$ cat config.mk
export PLATFORM = sky130hd
export DESIGN_NAME = data_sram_axi_bridge
export DESIGN_NICKNAME = d
export VERILOG_FILES = /design/src/rtl/definitions.sv /design/src/rtl/axi_single_writer.sv /design/src/rtl/data_sram_axi_bridge.sv
export SDC_FILE = /design/constraint.sdc
export NUM_CORES = 1
export LEC_CHECK = 0
export BUFFER_PORTS_ARGS = -buffer_cell sky130_fd_sc_hd__buf_2
export CORE_ASPECT_RATIO = 1.2
export CORE_MARGIN = 2
export CORE_UTILIZATION = 35
export DETAILED_ROUTE_END_ITERATION = 8
export GPL_TIMING_DRIVEN = 0
export PLACE_DENSITY = 0.66
export REMOVE_ABC_BUFFERS = 1
export SLEW_MARGIN = 20
export SYNTH_ARGS = -nofsm -noshare
export SYNTH_HDL_FRONTEND = slang
export SYNTH_SLANG_ARGS = --single-unit
$ cat constraint.sdc
create_clock -name clk -period 6.55 [get_ports clk]
set_clock_uncertainty 0.15 [all_clocks]
set_input_delay 0.3275 -clock clk [delete_from_list [all_inputs] [get_ports clk]]
set_output_delay 0.3275 -clock clk [all_outputs]
set_load 0.02 [all_outputs]
$ cat src/rtl/definitions.sv
// Shared CPU/AXI definitions: memory access sizes and single-beat AXI burst constants.
// Latency: none (types and constants only).
// Backpressure: not applicable.
package definitions;

    typedef enum logic [1:0] {
        MEM_BYTE = 2'd0,
        MEM_HALF = 2'd1,
        MEM_WORD = 2'd2
    } mem_size_t;

    typedef enum logic [1:0] {
        BURST_FIXED = 2'b00,
        BURST_INCR  = 2'b01,
        BURST_WRAP  = 2'b10
    } axi_burst_t;

    localparam logic [7:0] AXI_LEN_SINGLE = 8'd0;
    localparam axi_burst_t AXI_BURST_INCR = BURST_INCR;

endpackage

$ cat src/rtl/axi_single_writer.sv
// Single-beat AXI write engine: AW and W issued independently, then waits for B.
// Latency: AW/W valid the cycle after start; bdone is combinational with the B handshake.
// Backpressure: each valid holds until its own ready; bready only after both AW and W completed.
module axi_single_writer
    import definitions::*;
#(
    parameter int ID_W  = 4,
    parameter int WR_ID = 1
) (
    input  logic            clk,
    input  logic            reset,
    input  logic            start,
    input  logic [31:0]     addr,
    input  mem_size_t       size,
    input  logic [3:0]      wstrb,
    input  logic [31:0]     wdata,
    output logic            busy,
    output logic            bdone,
    output logic            awvalid,
    input  logic            awready,
    output logic [31:0]     awaddr,
    output logic [2:0]      awsize,
    output logic [ID_W-1:0] awid,
    output logic            wvalid,
    input  logic            wready,
    output logic [31:0]     axi_wdata,
    output logic [3:0]      axi_wstrb,
    input  logic            bvalid,
    output logic            bready
);

    typedef enum logic [1:0] {W_IDLE, WR_AW, WR_B} wstate_t;

    wstate_t     state, state_nx;
    logic        aw_done, w_done;
    logic        aw_hs, w_hs;
    logic [31:0] addr_q, wdata_q;
    logic [3:0]  wstrb_q;
    mem_size_t   size_q;

    assign aw_hs     = awvalid && awready;
    assign w_hs      = wvalid && wready;
    assign busy      = (state != W_IDLE);
    assign awaddr    = addr_q;
    assign awsize    = {1'b0, size_q};
    assign awid      = ID_W'(WR_ID);
    assign axi_wdata = wdata_q;
    assign axi_wstrb = wstrb_q;

    // State register plus per-channel completion flags, cleared when a new write starts.
    always_ff @(posedge clk) begin
        if (reset) begin
            state   <= W_IDLE;
            aw_done <= 1'b0;
            w_done  <= 1'b0;
        end else begin
            state <= state_nx;
            if (start) begin
                aw_done <= 1'b0;
                w_done  <= 1'b0;
            end else begin
                if (aw_hs) aw_done <= 1'b1;
                if (w_hs)  w_done  <= 1'b1;
            end
        end
    end

    // Capture the store so the front end is free to take another request.
    always_ff @(posedge clk) begin
        if (start) begin
            addr_q  <= addr;
            size_q  <= size;
            wstrb_q <= wstrb;
            wdata_q <= wdata;
        end
    end

    // Next state and channel valids; AW and W complete in any order, B waits for both.
    always_comb begin
        state_nx = state;
        bdone    = 1'b0;
        awvalid  = (state == WR_AW) && !aw_done;
        wvalid   = (state == WR_AW) && !w_done;
        bready   = (state == WR_B);
        case (state)
            W_IDLE: if (start) state_nx = WR_AW;
            WR_AW:  if ((aw_done || aw_hs) && (w_done || w_hs)) state_nx = WR_B;
            WR_B: begin
                if (bvalid) begin
                    state_nx = W_IDLE;
                    bdone    = 1'b1;
                end
            end
            default: state_nx = W_IDLE;
        endcase
    end

endmodule

$ cat src/rtl/data_sram_axi_bridge.sv
// CPU data-port req/addr_ok/data_ok responder performing one single-beat AXI4 read or write at a time.
// Latency: load data_ok >= 3 cycles after acceptance; store data_ok one cycle after B (or after acceptance with DATA_BRIDGE_POSTED_WRITE_EN).
// Backpressure: addr_ok low while busy; AXI valids hold until ready. Macro DATA_BRIDGE_POSTED_WRITE_EN enables posted stores.
module data_sram_axi_bridge
    import definitions::*;
#(
    parameter int ID_W  = 4,
    parameter int RD_ID = 1,
    parameter int WR_ID = 1
) (
    input  logic            clk,
    input  logic            reset,
    input  logic            req,
    input  logic            wr,
    input  mem_size_t       size,
    input  logic [31:0]     addr,
    input  logic [3:0]      wstrb,
    input  logic [31:0]     wdata,
    output logic            addr_ok,
    output logic            data_ok,
    output logic [31:0]     rdata,
    output logic            arvalid,
    input  logic            arready,
    output logic [31:0]     araddr,
    output logic [2:0]      arsize,
    output logic [ID_W-1:0] arid,
    input  logic            rvalid,
    output logic            rready,
    input  logic [31:0]     axi_rdata,
    output logic            awvalid,
    input  logic            awready,
    output logic [31:0]     awaddr,
    output logic [2:0]      awsize,
    output logic [ID_W-1:0] awid,
    output logic            wvalid,
    input  logic            wready,
    output logic [31:0]     axi_wdata,
    output logic [3:0]      axi_wstrb,
    output logic            wlast,
    input  logic            bvalid,
    output logic            bready
);

    typedef enum logic [1:0] {IDLE, RD_A, RD_D, WR_WAIT} state_t;

    state_t      state, state_nx;
    logic        accept, wr_start, wr_busy, wr_bdone, wbuf_free, data_ok_nx;
    logic [31:0] rd_addr_q;
    mem_size_t   rd_size_q;

`ifdef DATA_BRIDGE_POSTED_WRITE_EN
    // Stores wait for the previous B; loads are taken but held off AR until it returns.
    assign wbuf_free = !(wr && wr_busy);
    assign arvalid   = (state == RD_A) && !wr_busy;
`else
    assign wbuf_free = !wr_busy;
    assign arvalid   = (state == RD_A);
`endif

    assign addr_ok  = req && (state == IDLE) && wbuf_free;
    assign accept   = req && addr_ok;
    assign wr_start = accept && wr;
    assign rready   = (state == RD_D);
    assign araddr   = rd_addr_q;
    assign arsize   = {1'b0, rd_size_q};
    assign arid     = ID_W'(RD_ID);
    assign wlast    = 1'b1;

    // Front FSM state, completion pulse and load data register.
    always_ff @(posedge clk) begin
        if (reset) begin
            state   <= IDLE;
            data_ok <= 1'b0;
            rdata   <= 32'h0;
        end else begin
            state   <= state_nx;
            data_ok <= data_ok_nx;
            if ((state == RD_D) && rvalid) rdata <= axi_rdata;
        end
    end

    // Load address/size held for the AR channel while the read is in flight.
    always_ff @(posedge clk) begin
        if (accept && !wr) begin
            rd_addr_q <= addr;
            rd_size_q <= size;
        end
    end

    // Next state and the registered data_ok request.
    always_comb begin
        state_nx   = state;
        data_ok_nx = 1'b0;
        case (state)
            IDLE: begin
                if (accept) begin
                    if (!wr) begin
                        state_nx = RD_A;
                    end else begin
`ifdef DATA_BRIDGE_POSTED_WRITE_EN
                        data_ok_nx = 1'b1;
`else
                        state_nx = WR_WAIT;
`endif
                    end
                end
            end
            RD_A: if (arvalid && arready) state_nx = RD_D;
            RD_D: begin
                if (rvalid) begin
                    state_nx   = IDLE;
                    data_ok_nx = 1'b1;
                end
            end
            WR_WAIT: begin
                if (wr_bdone) begin
                    state_nx   = IDLE;
                    data_ok_nx = 1'b1;
                end
            end
            default: state_nx = IDLE;
        endcase
    end

    axi_single_writer #(
        .ID_W  (ID_W),
        .WR_ID (WR_ID)
    ) u_writer (
        .clk       (clk),
        .reset     (reset),
        .start     (wr_start),
        .addr      (addr),
        .size      (size),
        .wstrb     (wstrb),
        .wdata     (wdata),
        .busy      (wr_busy),
        .bdone     (wr_bdone),
        .awvalid   (awvalid),
        .awready   (awready),
        .awaddr    (awaddr),
        .awsize    (awsize),
        .awid      (awid),
        .wvalid    (wvalid),
        .wready    (wready),
        .axi_wdata (axi_wdata),
        .axi_wstrb (axi_wstrb),
        .bvalid    (bvalid),
        .bready    (bready)
    );

endmodule

## After elaboration in Yosys (flattened, before gate mapping)

Index checks and enable logic that the tools add are counted.

- Register bits: 143
- Input bits: 111
- Output and inout port bits: 154
- Word-level logic and storage cells: 63

- Eq/ne operators: 12
- Mux-type cells: 15
- Reductions and logical operators: 24

Operators by type and width:

| operator | count |
|---|---|
| two-way mux 2 bit | 8 |
| logical AND 1 bit | 12 |
| != test 2 bit (second input constant) | 4 |
| case mux 2 bit (4 select lines) | 1 |
| equality test 2 bit (second input constant) | 3 |
| != test 2 x 1 -> 1 bit (second input constant) | 3 |
| case mux 2 bit (3 select lines) | 1 |
| equality test 2 x 1 -> 1 bit (second input constant) | 2 |
| zero test 1 bit | 4 |
| zero test 2 bit | 2 |
| two-way mux 1 bit | 4 |
| AND reduction 4 bit | 1 |
| AND reduction 3 bit | 1 |
| logical OR 1 bit | 2 |
| case mux 1 bit (2 select lines) | 1 |
| nonzero test 2 bit | 1 |
| OR reduction 2 bit | 1 |

## Longest topological paths before layout

Gate-level depths: netlist (run 1).

- Depth after elaboration: 7
- Depth in mapped cells: 5
- Mapped depth without buffers: 3

## Hierarchy

A second synthesis (run 1) with hierarchy kept.

- Cells, all modules: 302
- Area, all modules: 4705.8 µm²

Modules (own cells, without submodules):

| module | instances | cells an instance | area each (µm²) | sequential area each (µm²) |
|---|---|---|---|---|
| data_sram_axi_bridge | 1 | 202 | 2368.5 | 1721.7 |
| axi_single_writer | 1 | 100 | 2337.2 | 2182.1 |

## Least setup slack after synthesis (run 1)

Ideal clock, no wire load.

- Kind: reg-to-reg
- Start: reg state[0]
- End: reg rd_addr_q[0], in the netlist araddr[0], enable pin
- Library setup time: 430 ps
- Arrival: 2434 ps
- Required time: 5970 ps
- Setup slack: 3536 ps
- Cell stages (with the launch flop): 5
- Path buffers: 1
- Period minus slack after synthesis: 3014 ps
- Path through: dfxtp_1 buf_2 nor2_1 and2_1 nor2b_1

- Word-level cells in the longest chain between the ends: 5

Ends and longest elaborated chain:

| element | RTL line | text |
|---|---|---|
| start, declared | data_sram_axi_bridge.sv:46 | `state_t state, state_nx;` |
| start signal, assigned | data_sram_axi_bridge.sv:76 | `state <= state_nx;` |
| zero test 2 bit | data_sram_axi_bridge.sv:60 | `assign addr_ok = req && (state == IDLE) && wbuf_free;` |
| logical AND 1 bit (2 in a row) | data_sram_axi_bridge.sv:60 |  |
| net addr_ok | data_sram_axi_bridge.sv:19 | `output logic addr_ok,` |
| logical AND 1 bit | data_sram_axi_bridge.sv:61 | `assign accept = req && addr_ok;` |
| logical AND 1 bit | data_sram_axi_bridge.sv:84 | `if (accept && !wr) begin` |
| end signal, assigned | data_sram_axi_bridge.sv:85 | `rd_addr_q <= addr;` |
| end, declared | data_sram_axi_bridge.sv:48 | `logic [31:0] rd_addr_q;` |

The timed path passes the listed nets, and every way through them passes these cells.
A chain may end at the register's enable or synchronous reset.

## Worst setup path after layout (run 1)

- Start: reg u_writer.state[1]
- End: reg rd_addr_q[14], in the netlist araddr[14], enable pin

- Word-level cells in the longest chain between the ends: 5

Ends and longest elaborated chain:

| element | RTL line | text |
|---|---|---|
| start, declared | axi_single_writer.sv:34 | `wstate_t state, state_nx;` |
| start signal, assigned | axi_single_writer.sv:57 | `state <= state_nx;` |
| nonzero test 2 bit | axi_single_writer.sv:43 | `assign busy = (state != W_IDLE);` |
| zero test 1 bit | data_sram_axi_bridge.sv:56 | `assign wbuf_free = !wr_busy;` |
| logical AND 1 bit | data_sram_axi_bridge.sv:60 |  |
| logical AND 1 bit | data_sram_axi_bridge.sv:61 |  |
| logical AND 1 bit | data_sram_axi_bridge.sv:84 |  |

No other way between the ends.

==> results of run 1 <==
[worst reg2reg max path, stage by stage (launching register included)]
cell,delay (ns)
sky130_fd_sc_hd__dfxtp_1,0.36
sky130_fd_sc_hd__nor3b_1,0.29
sky130_fd_sc_hd__and2_1,0.19
sky130_fd_sc_hd__nor2b_4,0.38
sky130_fd_sc_hd__buf_16,0.23
[power by group through the flow]
stage               Sequential (mW)  Clock, mW  Combinational [mW]
floorplan                      1.32          0               0.148
detailed placement             1.18          0               0.496
finish                         1.17      0.952               0.544
CTS                            1.16      0.976               0.544
global placement               1.19          0               0.462
global route                   1.18       1.02               0.584
[cell families (layout without fill, tap and decap cells)]
kind of cell / Yosys count / in the layout / synth area share [%]
other cells: 2 / 12 / 0.159
mux: 1 / 1 / 0.212
simple gates: 89 / 89 / 8.37
compound gates: 43 / 43 / 5.18
buf+inv: 25 / 389 / 3.21
flops: 143 / 143 / 82.9
[layer usage]
layer	global-route usage (%)	routed length, µm	vias up
li1	-	-	1788
met1	18.2	4930	1749
met2	29.8	6600	192
met3	4.65	1020	20
met4	7.22	222	0
met5	0	0	-
[timing repair]
item,in CTS,in global routing
hold endpoints to repair,134,0
setup buffers,0,0
hold buffers,100,0
resized for setup,0,0
[cell usage after synthesis (all sizes together), types with 2 or more instances]
master,instances
clkbuf,5
edfxtp,104
a31oi,2
nor2,7
nor3,2
conb,2
nor2b,5
nand2b,2
a21oi,35
dfxtp,39
buf,19
nand2,64
[worst paths after layout]
path,start,end,depth (start not counted)
setup / recovery,u_writer.state[1]$_SDFFE_PP0P_,araddr[14]$_DFFE_PP_,4
hold / removal,axi_rdata[28],rdata[28]$_SDFFE_PP0P_,3
setup reg to reg,u_writer.state[1]$_SDFFE_PP0P_,araddr[14]$_DFFE_PP_,4
hold reg to reg,rdata[1]$_SDFFE_PP0P_,rdata[1]$_SDFFE_PP0P_,2
[flip-flops by register name, indices dropped and copies added, names as in the netlist]
signal              count
rd_size_q               2
u_writer.state          2
data_ok                 1
u_writer.size_q         2
u_writer.aw_done        1
u_writer.awaddr        32
u_writer.axi_wdata     32
u_writer.w_done         1
u_writer.axi_wstrb      4
araddr                 32
rdata                  32
state                   2
[cell type report]
cell class              instances  area (µm²)
well taps                     168         210
repair buffers                356        2340
flip-flops and latches        143        3900
clock buffers                  17         425
fillers                       996        5420
inverters                       1        3.75
multi-input cells             144         703
diodes                          1        2.50
clock inverters                15         175
==> results.txt, run 1 <==
The cell area after placement is 0.00616 mm². Of the total power, the share spent switching nets is 30.1%. After detailed placement, the design holds a cell count of 712. On the critical path, the stage with the largest delay is an instance of sky130_fd_sc_hd__nor2b_4. The delay of the slowest cell on the worst path came out at 0.38 ns.

The CTS H-tree depth is 4. The final hold slack came out at 0.0239 ns. The arrival time at the worst endpoint is 1.86 ns. The number of synthesized register bits is 143. Setup repair after global routing left no endpoint under its margin.

The shortest clock period the worst path allows after layout is 1.90 ns. The vias per cell is 4.44. Leaving out fill and tap cells, the most frequent cell in the layout is sky130_fd_sc_hd__buf_2. In the layout the commonest cells are sky130_fd_sc_hd__buf_2 (253), sky130_fd_sc_hd__edfxtp_1 (104), sky130_fd_sc_hd__dlygate4sd3_1 (100), sky130_fd_sc_hd__nand2_1 (64), sky130_fd_sc_hd__dfxtp_1 (39). Yosys attributes the largest share of cell area to sky130_fd_sc_hd__edfxtp_1 (66%), sky130_fd_sc_hd__dfxtp_1 (17%), sky130_fd_sc_hd__nand2_1 (5.1%).

In the final layout, the share of cells above drive strength 1 is 43.3%. The final design utilization is 58.9%. The cell count after synthesis came out at 303. The die height came out at 131 µm. The hold violation total from the final report is 0. The switching power came out at 0.801 mW. The sequential group share of total power came out at 43.8%. The largest net degree at the start of global routing is 59. The via count is 3749. After synthesis, flip-flops and latches occupy 82.9% of the total area. The first-pass detailed-route iteration total came out at 4.

Together, buffers and inverters on the worst path number 1. The synthesized design spends more area on one cell type than any other, namely sky130_fd_sc_hd__edfxtp_1. The area of the core came out at 0.0132 mm². The starting density of the core came out at 35.7%. The worst hold path belongs to the class input port to flip-flop. The number of nets in the layout is 774. The max-slew violation count came out at 0. The standby leakage power came out at 3.29 nW. From synthesis to final layout, the design area changed by 64.8%. The peak fanout along the critical path is 24.

The post-synthesis instance area is 0.00471 mm². Yosys mapped a number of flops with a built-in enable equal to 104. The required time of the worst setup path came out at 6.51 ns. The maximum clock path buffer count is 2. The cell family contributing the most delay on the critical path is simple AND/OR/NAND/NOR gates.

The cell at the root of the clock tree is sky130_fd_sc_hd__clkbuf_16. The number of global-route vias before repair came to 3709. The setup violation total in the final timing report came out at 0. The internal power of the cells totals 1.86 mW. Buffers inserted during clock tree synthesis total 17. The share of the synthesized area in the top cell type is 66.3%. The max-slew headroom at the worst pin is 51.6%. TritonCTS built the clock tree.

Counting every sink on the clock net gives 143. The flow ran to the end, and the final reports show no timing, DRC or antenna violations. Of all flip-flops after synthesis, the portion carrying an async set or reset was 0%. The slew at the pin with the worst max-slew slack came out at 0.727 ns. The total power per unit cell area came out at 343 mW/mm². The share of total power dissipated in combinational logic is 20.4%. The largest vdd supply drop is 0.187 mV. The clock insertion delay at the later pin of the skew report came out at 0.41 ns. The overall global routing resource usage came out at 16.6%. The setup slack at placement is 4.55 ns. Total power for the finished layout comes to 2.66 mW.

The final worst slack is 4.65 ns. The count of port buffers added during placement is 253. The average instance area after synthesis is 15.5 µm². After synthesis, the netlist uses 31 different library cells. The maximum operating frequency came out at 0.526 GHz. The final design instance area without fill is 0.00776 mm².

The average wire per standard cell is 15.1 µm. The number of remaining DRC errors is 0. The warning count from the yosys run is 0. Summed over all layers, the routed wires come to 12.8 mm. The number of violations of the max-capacitance limit came out at 0. The total global routing overflow is 0. Detailed placement finished with a half-perimeter wire length of 8.22 mm.

STA classifies the critical path endpoint as a flip-flop. The clock-pin slew on the worst setup and hold paths came out at 0.06 ns. For this run, the leading register cell type out of synthesis is sky130_fd_sc_hd__edfxtp_1. The floorplan row count came out at 46. Traced cell by cell, the critical path runs through nor3b_1 -> and2_1 -> nor2b_4 -> buf_16. The total negative slack is 0 ns. The kind of launch point of the worst setup path is a flip-flop.

The setup check on the worst reg-to-reg path leaves a slack of 4.65 ns. The initial antenna violation count is 1. In this run, the number of DRC markers left after iteration 0 of detailed routing was 177.

The worst setup path is of the flip-flop to flip-flop kind. The global placer's final weighted congestion came out at 0.789. The first global-routing pass estimated 18.0 mm of wire. In this run the remaining antenna-violating nets after routing total 0. The I/O pin count came out at 265. The die outline area came out at 0.0144 mm². The clock share of power came out at 35.8%. From left edge to right edge, the die measures 110 µm.

The non-filler instance count after layout is 845. Dividing the final minimum period by the clock period gives 29.0%.
(Power assumes the default switching activity.)
==> run 2, diff against run 1 <==
- clock period: 6.55 -> 1.9 ns (I/O delays scaled with it)
==> run 2 against run 1 <==
Effect of this change:
- sequential power rose to 3.4 times the previous value
- cell area is 1.7% higher
- maximum frequency is 8.1% higher
- critical path depth fell by 1
- non-clock buffer count up 15
- register-to-register slack got worse by 4.5 ns
- utilization rose by 1.0 points
- routed wire length up 1.3%
- sequential cell count did not move
- critical path type unchanged
- largest cell class unchanged
- highest routed layer unchanged
==> results.txt, run 2 (synthesized netlist as in run 1, its figures left out) <==
The TritonCTS clock tree is built. The total power per unit cell area came to 1170 mW/mm² (+240%). The depth of the worst hold-timing path came out at 3 (unchanged).

The cell total after placement came out at 712 (unchanged). The floorplan row count is 46 (unchanged). The required time of the worst setup path came out at 1.83 ns (-4.68 ns). The sequential group share of total power is 43.5% (-0.3 points).

The area of combinational cells with multiple inputs was 703 µm² (unchanged). Leaving out fill and tap cells, the most frequent cell in the layout is sky130_fd_sc_hd__buf_2. The die outline area was 0.0144 mm² (unchanged). The final clock period utilization by the worst path came out at 92.6% (+64 points). The count of port buffers added during placement came out at 253 (unchanged). The area of the core came out at 0.0132 mm² (unchanged).

The largest vdd supply drop was 0.645 mV (+250%). The CTS H-tree depth is 4 (unchanged). The flow ran to the end, and the final reports show no timing, DRC or antenna violations. The detailed route wirelength on metal3 was 1.04 mm (+1.9%). The internal power contribution is 6.47 mW (+250%). The global placer's final weighted congestion came out at 0.789 (unchanged). The cell area after placement is 0.00616 mm² (unchanged). The total global routing overflow came out at 0 (unchanged). The total power is 9.24 mW (+250%). The number of nets in the layout is 789 (+1.9%).

The internal reg-to-reg setup slack came to 0.14 ns (-4.51 ns). The maximum operating frequency is 0.569 GHz (+8.1%). The clock insertion delay at the later pin of the skew report came to 0.41 ns (about the same).

The total wirelength of the detailed-routed design is 12.9 mm (+1.3%). The width of the die came out at 110 µm (unchanged). The hold violation total from the final report came to 0 (unchanged). The startpoint identified for the worst hold timing path is rvalid. The final HPWL from detailed placement is 8.22 mm (unchanged). For hold timing, the worst endpoint is state[0]$_SDFFE_PP0P_. The setup violation total in the final timing report is 0 (unchanged). The initial DRC count is 160 (-9.6%). The layout cell share with drive strength beyond 1 came out at 43.3% (-0.073 points). The average wire per standard cell came out at 15.0 µm (-0.44%). The max-slew violation count is 0 (unchanged). The first-pass detailed-route iteration total is 4 (unchanged). The count of clock tree sinks is 143 (unchanged). Leaving out fill and tap cells, the most frequent cells in the layout are sky130_fd_sc_hd__buf_2 (253), sky130_fd_sc_hd__dlygate4sd3_1 (109), sky130_fd_sc_hd__edfxtp_1 (104), sky130_fd_sc_hd__nand2_1 (64), sky130_fd_sc_hd__dfxtp_1 (39). The starting density of the core came out at 35.7% (unchanged). The standby leakage power is 3.36 nW (+2.1%). Relative to the synthesized area, the layout overhead comes to 67.6%. The endpoint identified for the worst register-to-register timing path is u_writer.awaddr[28]$_DFFE_PP_. The arrival time at the worst endpoint came out at 1.69 ns (-0.17 ns).

The tightest min-delay check is of the input port to flip-flop type. The final design instance area without fill is 0.00790 mm² (+1.7%). The slew at the pin with the worst max-slew slack came to 0.729 ns (+0.00189 ns). The initial antenna violation count is 1 (unchanged).

The depth of the worst register-to-register path is 3 (-1). The total length of routed met2 wires came out at 6.65 mm (+0.74%). STA classifies the critical path endpoint as a flip-flop.

The overall global routing resource usage is 16.9% (+0.30 points). The peak fanout along the critical path is 58 (+140%). The non-filler instance count after layout came out at 860 (+1.8%).

The largest net degree at the start of global routing came out at 59 (unchanged). The total of fill cells in the finished design came out at 976 (-2.0%). The number of remaining DRC errors came out at 0 (unchanged). The sequential cell area is 0.00390 mm² (unchanged).

The global-route wire length before repair came out at 18.3 mm (+1.8%). STA classifies the critical path startpoint as a flip-flop. The switching part of the total came out at 30.0% (-0.062 points). The via count is 3797 (+1.3%).

Setup repair after global routing left no endpoint under its margin. The max-slew headroom at the worst pin is 51.4% (-0.13 points). The number of nets with antenna violations after detailed routing is 0 (unchanged). The total routed wire length on the met1 layer came out at 5.04 mm (+2.1%).

The switching power was 2.78 mW (+250%). The root buffer cell chosen for the clock tree is sky130_fd_sc_hd__clkbuf_16. The final design utilization is 59.9% (+1.0 points).

The combinational fraction of design power is 21.0% (+0.6 points). The number of buffers added by the clock tree synthesis step is 17 (unchanged). In this run the top signal layer used is met4.

The I/O pin count is 265 (unchanged). The setup slack at placement came out at -0.0997 ns (-4.65 ns). The maximum clock path buffer count is 2 (unchanged). The number of global-route vias before repair came out at 3780 (+1.9%).

The die height is 131 µm (unchanged). The clock-pin slew on the worst setup and hold paths came to 0.06 ns (about the same). The number of violations of the max-capacitance limit is 0 (unchanged). The final worst slack is 0.142 ns (-4.51 ns).

The vias per cell came out at 4.42 (-0.49%). The startpoint identified for the worst register-to-register timing path is u_writer.state[1]$_SDFFE_PP0P_. The shortest clock period the worst path allows after layout is 1.76 ns (-0.142 ns). By startpoint and endpoint, the worst setup path is classified as flip-flop to flip-flop. The clock share of power is 35.5% (-0.3 points).
run 2: changes by cell type in the layout (fill, tap and decap cells not counted):
cell	delta
sky130_fd_sc_hd__buf_4	+6
sky130_fd_sc_hd__dlygate4sd3_1	+9
run 2: layer usage:
layer,up-vias,track usage (%)
li1,1818,-
met5,-,0
met4,0,7.37
met3,19,4.75
met1,1763,18.5
met2,197,30.4
run 2: stage by stage:
| stage | hold WS [ns] | setup TNS (ns) |
|---|---|---|
| after global routing | 0.0465 | 0 |
| after detailed placement | 0.123 | -2.24 |
| after floorplan | 0.0141 | -110.72 |
| final | 0.0256 | 0 |
| after CTS | 0.0125 | 0 |
| after global placement | 0.122 | -186.81 |
run 2: layout make-up:
class	instances	share of cell area (%)
sequential	143	49.4
timing repair buffer	371	31.3
multi-input combinational	144	8.91
clock buffer	17	5.39
tap	168	2.66
clock inverter	15	2.22
inverter	1	0.0475
antenna	1	0.0317
run 2: how the worst max path moves through the flow:
stage	from	end	depth (start not counted)
2_1_floorplan	u_writer.state[1]$_SDFFE_PP0P_	araddr[0]$_DFFE_PP_	3
3_3_place_gp	u_writer.state[1]$_SDFFE_PP0P_	u_writer.axi_wdata[21]$_DFFE_PP_	2
3_5_place_dp	state[1]$_SDFFE_PP0P_	rdata[19]$_SDFFE_PP0P_	3
4_1_cts	u_writer.state[1]$_SDFFE_PP0P_	u_writer.axi_wdata[16]$_DFFE_PP_	3
5_1_grt	state[1]$_SDFFE_PP0P_	rdata[16]$_SDFFE_PP0P_	4
6_report	u_writer.state[1]$_SDFFE_PP0P_	u_writer.awaddr[28]$_DFFE_PP_	3
run 2: worst max-delay path, stage by stage (launching register included):
cell and delay (ns):
sky130_fd_sc_hd__dfxtp_1 0.36, sky130_fd_sc_hd__nor3b_1 0.29, sky130_fd_sc_hd__and3_4 0.31, sky130_fd_sc_hd__buf_16 0.28
run 2: power groups by stage:
| stage | Clock (mW) | Sequential, mW | Combinational, mW |
|---|---|---|---|
| global placement | 0 | 4.10 | 1.59 |
| finish | 3.28 | 4.02 | 1.94 |
| detailed placement | 0 | 4.08 | 1.71 |
| global route | 3.51 | 4.06 | 2.08 |
| CTS | 3.37 | 4.02 | 1.91 |
| floorplan | 0 | 4.56 | 0.512 |
run 2: what timing repair did:
item,in CTS,in global routing
hold buffers,109,0
gates resized for setup,1,0
setup buffers,2,4
setup endpoints to repair,56,58
pin swaps,0,1
endpoints found under the hold margin,143,0
==> run 3, diff against run 2 <==
- CORE_UTILIZATION: 35 -> 44
- PLACE_DENSITY: 0.66 -> 0.8
==> run 3 against run 2 <==
Effect of this change:
- sequential cell count unchanged
- die area down 20%
- critical path type unchanged
- critical endpoint is now araddr[23]$_DFFE_PP_
- routed wire length rose by 19%
- utilization grew 15 points
==> results.txt, run 3 (synthesized netlist as in run 1, its figures left out) <==
The global placer's final weighted congestion is 0.802 (+1.6%). The non-filler instance count after layout came out at 823 (-4.3%). The final HPWL from detailed placement is 8.53 mm (+3.8%). The number of nets in the layout came out at 792 (+0.38%).

The number of violations of the max-capacitance limit came out at 0 (unchanged). By startpoint and endpoint, the worst setup path is classified as flip-flop to flip-flop. The largest vdd supply drop came out at 0.579 mV (-10%). The number of buffers added by the clock tree synthesis step came out at 17 (unchanged). The kind of launch point of the worst setup path is a flip-flop. The flow ran to the end, and the final reports show no timing, DRC or antenna violations.

The die outline area is 0.0116 mm² (-20%). The max-slew headroom at the worst pin is 51.6% (+0.22 points). The number of nets with antenna violations after detailed routing came out at 0 (unchanged). The slowest stage of the critical path belongs to the cell sky130_fd_sc_hd__dfxtp_1. The overall global routing resource usage was 26.3% (+9.4 points).

The switching power came out at 2.84 mW (+2.5%). The via count is 3975 (+4.7%). CTS placed an instance of sky130_fd_sc_hd__clkbuf_16 at the clock tree root. The total power per unit cell area came to 1170 mW/mm² (+0.13%). The CTS H-tree depth came out at 4 (unchanged).

The final clock period utilization by the worst path came to 94.9% (+2.3 points). The switching part of the total came out at 31.0% (+0.96 points). The setup slack at placement came to -0.129 ns (-0.0291 ns). The classification of the worst-slack hold path is input port to flip-flop.

The setup violation total in the final timing report came out at 0 (unchanged). The I/O pin count came out at 265 (unchanged). The slew at the pin with the worst max-slew slack came to 0.725 ns (-0.00326 ns). The average wire per standard cell was 18.8 µm (+25%). The internal reg-to-reg setup slack came out at 0.1 ns (-0.04 ns). The area of combinational cells with multiple inputs is 703 µm² (unchanged). The total wirelength of the detailed-routed design came out at 15.4 mm (+19%). The count of port buffers added during placement came out at 253 (unchanged).

The total negative slack is 0 ns (unchanged). Leaving out fill and tap cells, the most frequent cells in the layout are sky130_fd_sc_hd__buf_2 (253), sky130_fd_sc_hd__dlygate4sd3_1 (109), sky130_fd_sc_hd__edfxtp_1 (104), sky130_fd_sc_hd__nand2_1 (64), sky130_fd_sc_hd__dfxtp_1 (39). The startpoint identified for the worst hold timing path is rvalid. The sequential cell area was 0.00390 mm² (unchanged). The TritonCTS clock tree is built. The required time of the worst setup path was 1.85 ns (+0.02 ns). The detailed route wirelength on metal3 came out at 1.23 mm (+18%). The delay of the slowest cell on the worst path came out at 0.37 ns (about the same). The clock insertion delay at the later pin of the skew report came to 0.40 ns (about the same). Among cell families on the critical path, the largest total delay comes from simple AND/OR/NAND/NOR gates. The standby leakage power is 3.35 nW (-0.39%).

The peak fanout along the critical path was 28 (-52%). The reg-to-reg critical path startpoint is u_writer.state[1]$_SDFFE_PP0P_. The count of clock tree sinks came out at 143 (unchanged).

The maximum clock path buffer count is 2 (unchanged). The area of the core is 0.0105 mm² (-21%). The first-pass detailed-route iteration total came out at 4 (unchanged).

The number of remaining DRC errors is 0 (unchanged). Compared with the post-synthesis result, the final layout area differs by 66.2%. The highest metal layer with signal wires is met4. The shortest clock period the worst path allows after layout is 1.80 ns (+0.0437 ns). The count of inserted antenna diode cells is 0 (-1). The starting density of the core is 45.0% (+9.3 points). The total of fill cells in the finished design is 602 (-38%). The combinational fraction of design power is 22.2% (+1.2 points).

The final worst slack is 0.0978 ns (-0.0437 ns). The cell total after placement is 673 (-5.5%). The vias per cell came out at 4.83 (+9.4%). The global-route wire length before repair is 22.9 mm (+25%). The largest net degree at the start of global routing is 63 (+6.8%). The total power is 9.18 mW (-0.71%). Setup repair after global routing left no endpoint under its margin. The sequential group share of total power came out at 44.1% (+0.6 points). The layout cell share with drive strength beyond 1 is 43.5% (+0.25 points). The number of global-route vias before repair came out at 4181 (+11%). The hold violation total from the final report was 0 (unchanged). The initial antenna violation count came out at 0 (-1). The maximum operating frequency is 0.555 GHz (-2.4%). The endpoint identified for the worst register-to-register timing path is araddr[23]$_DFFE_PP_.

The signal on the critical path passes through nor3b_1 -> and2_1 -> nor2b_4 -> buf_12. The max-slew violation count is 0 (unchanged). The clock share of power is 33.7% (-1.8 points). The die height is 117 µm (-10%).

The buffers plus inverters on the worst setup path came out at 1 (unchanged). The initial DRC count is 322 (+100%). The total length of routed met2 wires is 8.38 mm (+26%). The width of the die is 98.5 µm (-10%). The internal power contribution came out at 6.33 mW (-2.1%). The floorplan row count is 41 (-11%). The clock-pin slew on the worst setup and hold paths came out at 0.06 ns (about the same). For hold timing, the worst endpoint is rdata[11]$_SDFFE_PP0P_. The total global routing overflow came out at 0 (unchanged).

The depth of the worst hold-timing path came out at 4 (+1). The total routed wire length on the met1 layer came out at 5.36 mm (+6.5%). The arrival time at the worst endpoint was 1.75 ns (+0.06 ns).

The endpoint type of the worst setup path is a flip-flop. The origin of the worst setup path is u_writer.state[1]$_SDFFE_PP0P_. The most frequent standard cell in the layout excluding fill and tap cells is sky130_fd_sc_hd__buf_2.

The depth of the worst register-to-register path is 4 (+1).
-- run 3: cell types whose count changed in the layout (fill, tap and decap cells not counted), sizes merged --
cell and delta:
diode -1, clkbuf +1, buf +2, clkinvlp +3
clkinv -2, bufinv -1
-- run 3: per-layer routing --
| metal | GRT usage [%] | vias up |
|---|---|---|
| met5 | 0 | - |
| met3 | 8.64 | 41 |
| met4 | 8.73 | 0 |
| met2 | 48.4 | 229 |
| met1 | 27.8 | 1880 |
| li1 | - | 1825 |
-- run 3: how the worst max path moves through the flow --
stage                             endpoint  slack, ns  depth (start not counted)
global placement       araddr[2]$_DFFE_PP_      -1.69                          3
detailed placement  rdata[18]$_SDFFE_PP0P_      -0.13                          3
CTS                   araddr[19]$_DFFE_PP_      0.008                          4
finish                araddr[23]$_DFFE_PP_        0.1                          4
global route         rdata[5]$_SDFFE_PP0P_       0.04                          3
floorplan              araddr[0]$_DFFE_PP_      -1.09                          3
-- run 3: stage by stage --
| stage | instance area (µm²) | util [%] | hold WS (ns) |
|---|---|---|---|
| 2_1_floorplan | 4600 | - | 0.0141 |
| 3_3_place_gp | 6020 | 57.6 | 0.123 |
| 3_5_place_dp | 6100 | 58.2 | 0.123 |
| 4_1_cts | 7740 | 74.0 | 0.0466 |
| 5_1_grt | 7830 | 74.8 | 0.0428 |
| 6_report | 7830 | 74.8 | 0.0721 |
-- run 3: cell type report --
type	instances	area share, %
clock buffer	17	5.43
multi-input combinational	144	8.98
timing repair buffer	374	31.9
sequential	143	49.9
inverter	1	0.0479
clock inverter	15	1.68
tap	129	2.06
-- run 3: repair_timing --
item | in CTS | in global routing
gates cloned | 0 | 1
buffers inserted | 0 | 8
endpoints found under the hold margin | 149 | 0
hold buffers | 109 | 0
pin swaps | 0 | 1
setup endpoints to repair | 32 | 91
resized for setup | 1 | 0
-- run 3: power by group through the flow --
stage                     Clock (mW)  Combinational (mW)  Sequential (mW)
after detailed placement           0                1.71             4.09
after CTS                       3.09                1.90             4.02
after global placement             0                1.59             4.09
final                           3.09                2.03             4.05
after floorplan                    0               0.512             4.56
after global routing            3.29                2.15             4.08
-- run 3: tightest hold or removal path, stage by stage --
cell	delay, ns
sky130_fd_sc_hd__buf_2	0.11
sky130_fd_sc_hd__nand3b_1	0.20
sky130_fd_sc_hd__nand2_1	0.12
sky130_fd_sc_hd__a21oi_1	0.05
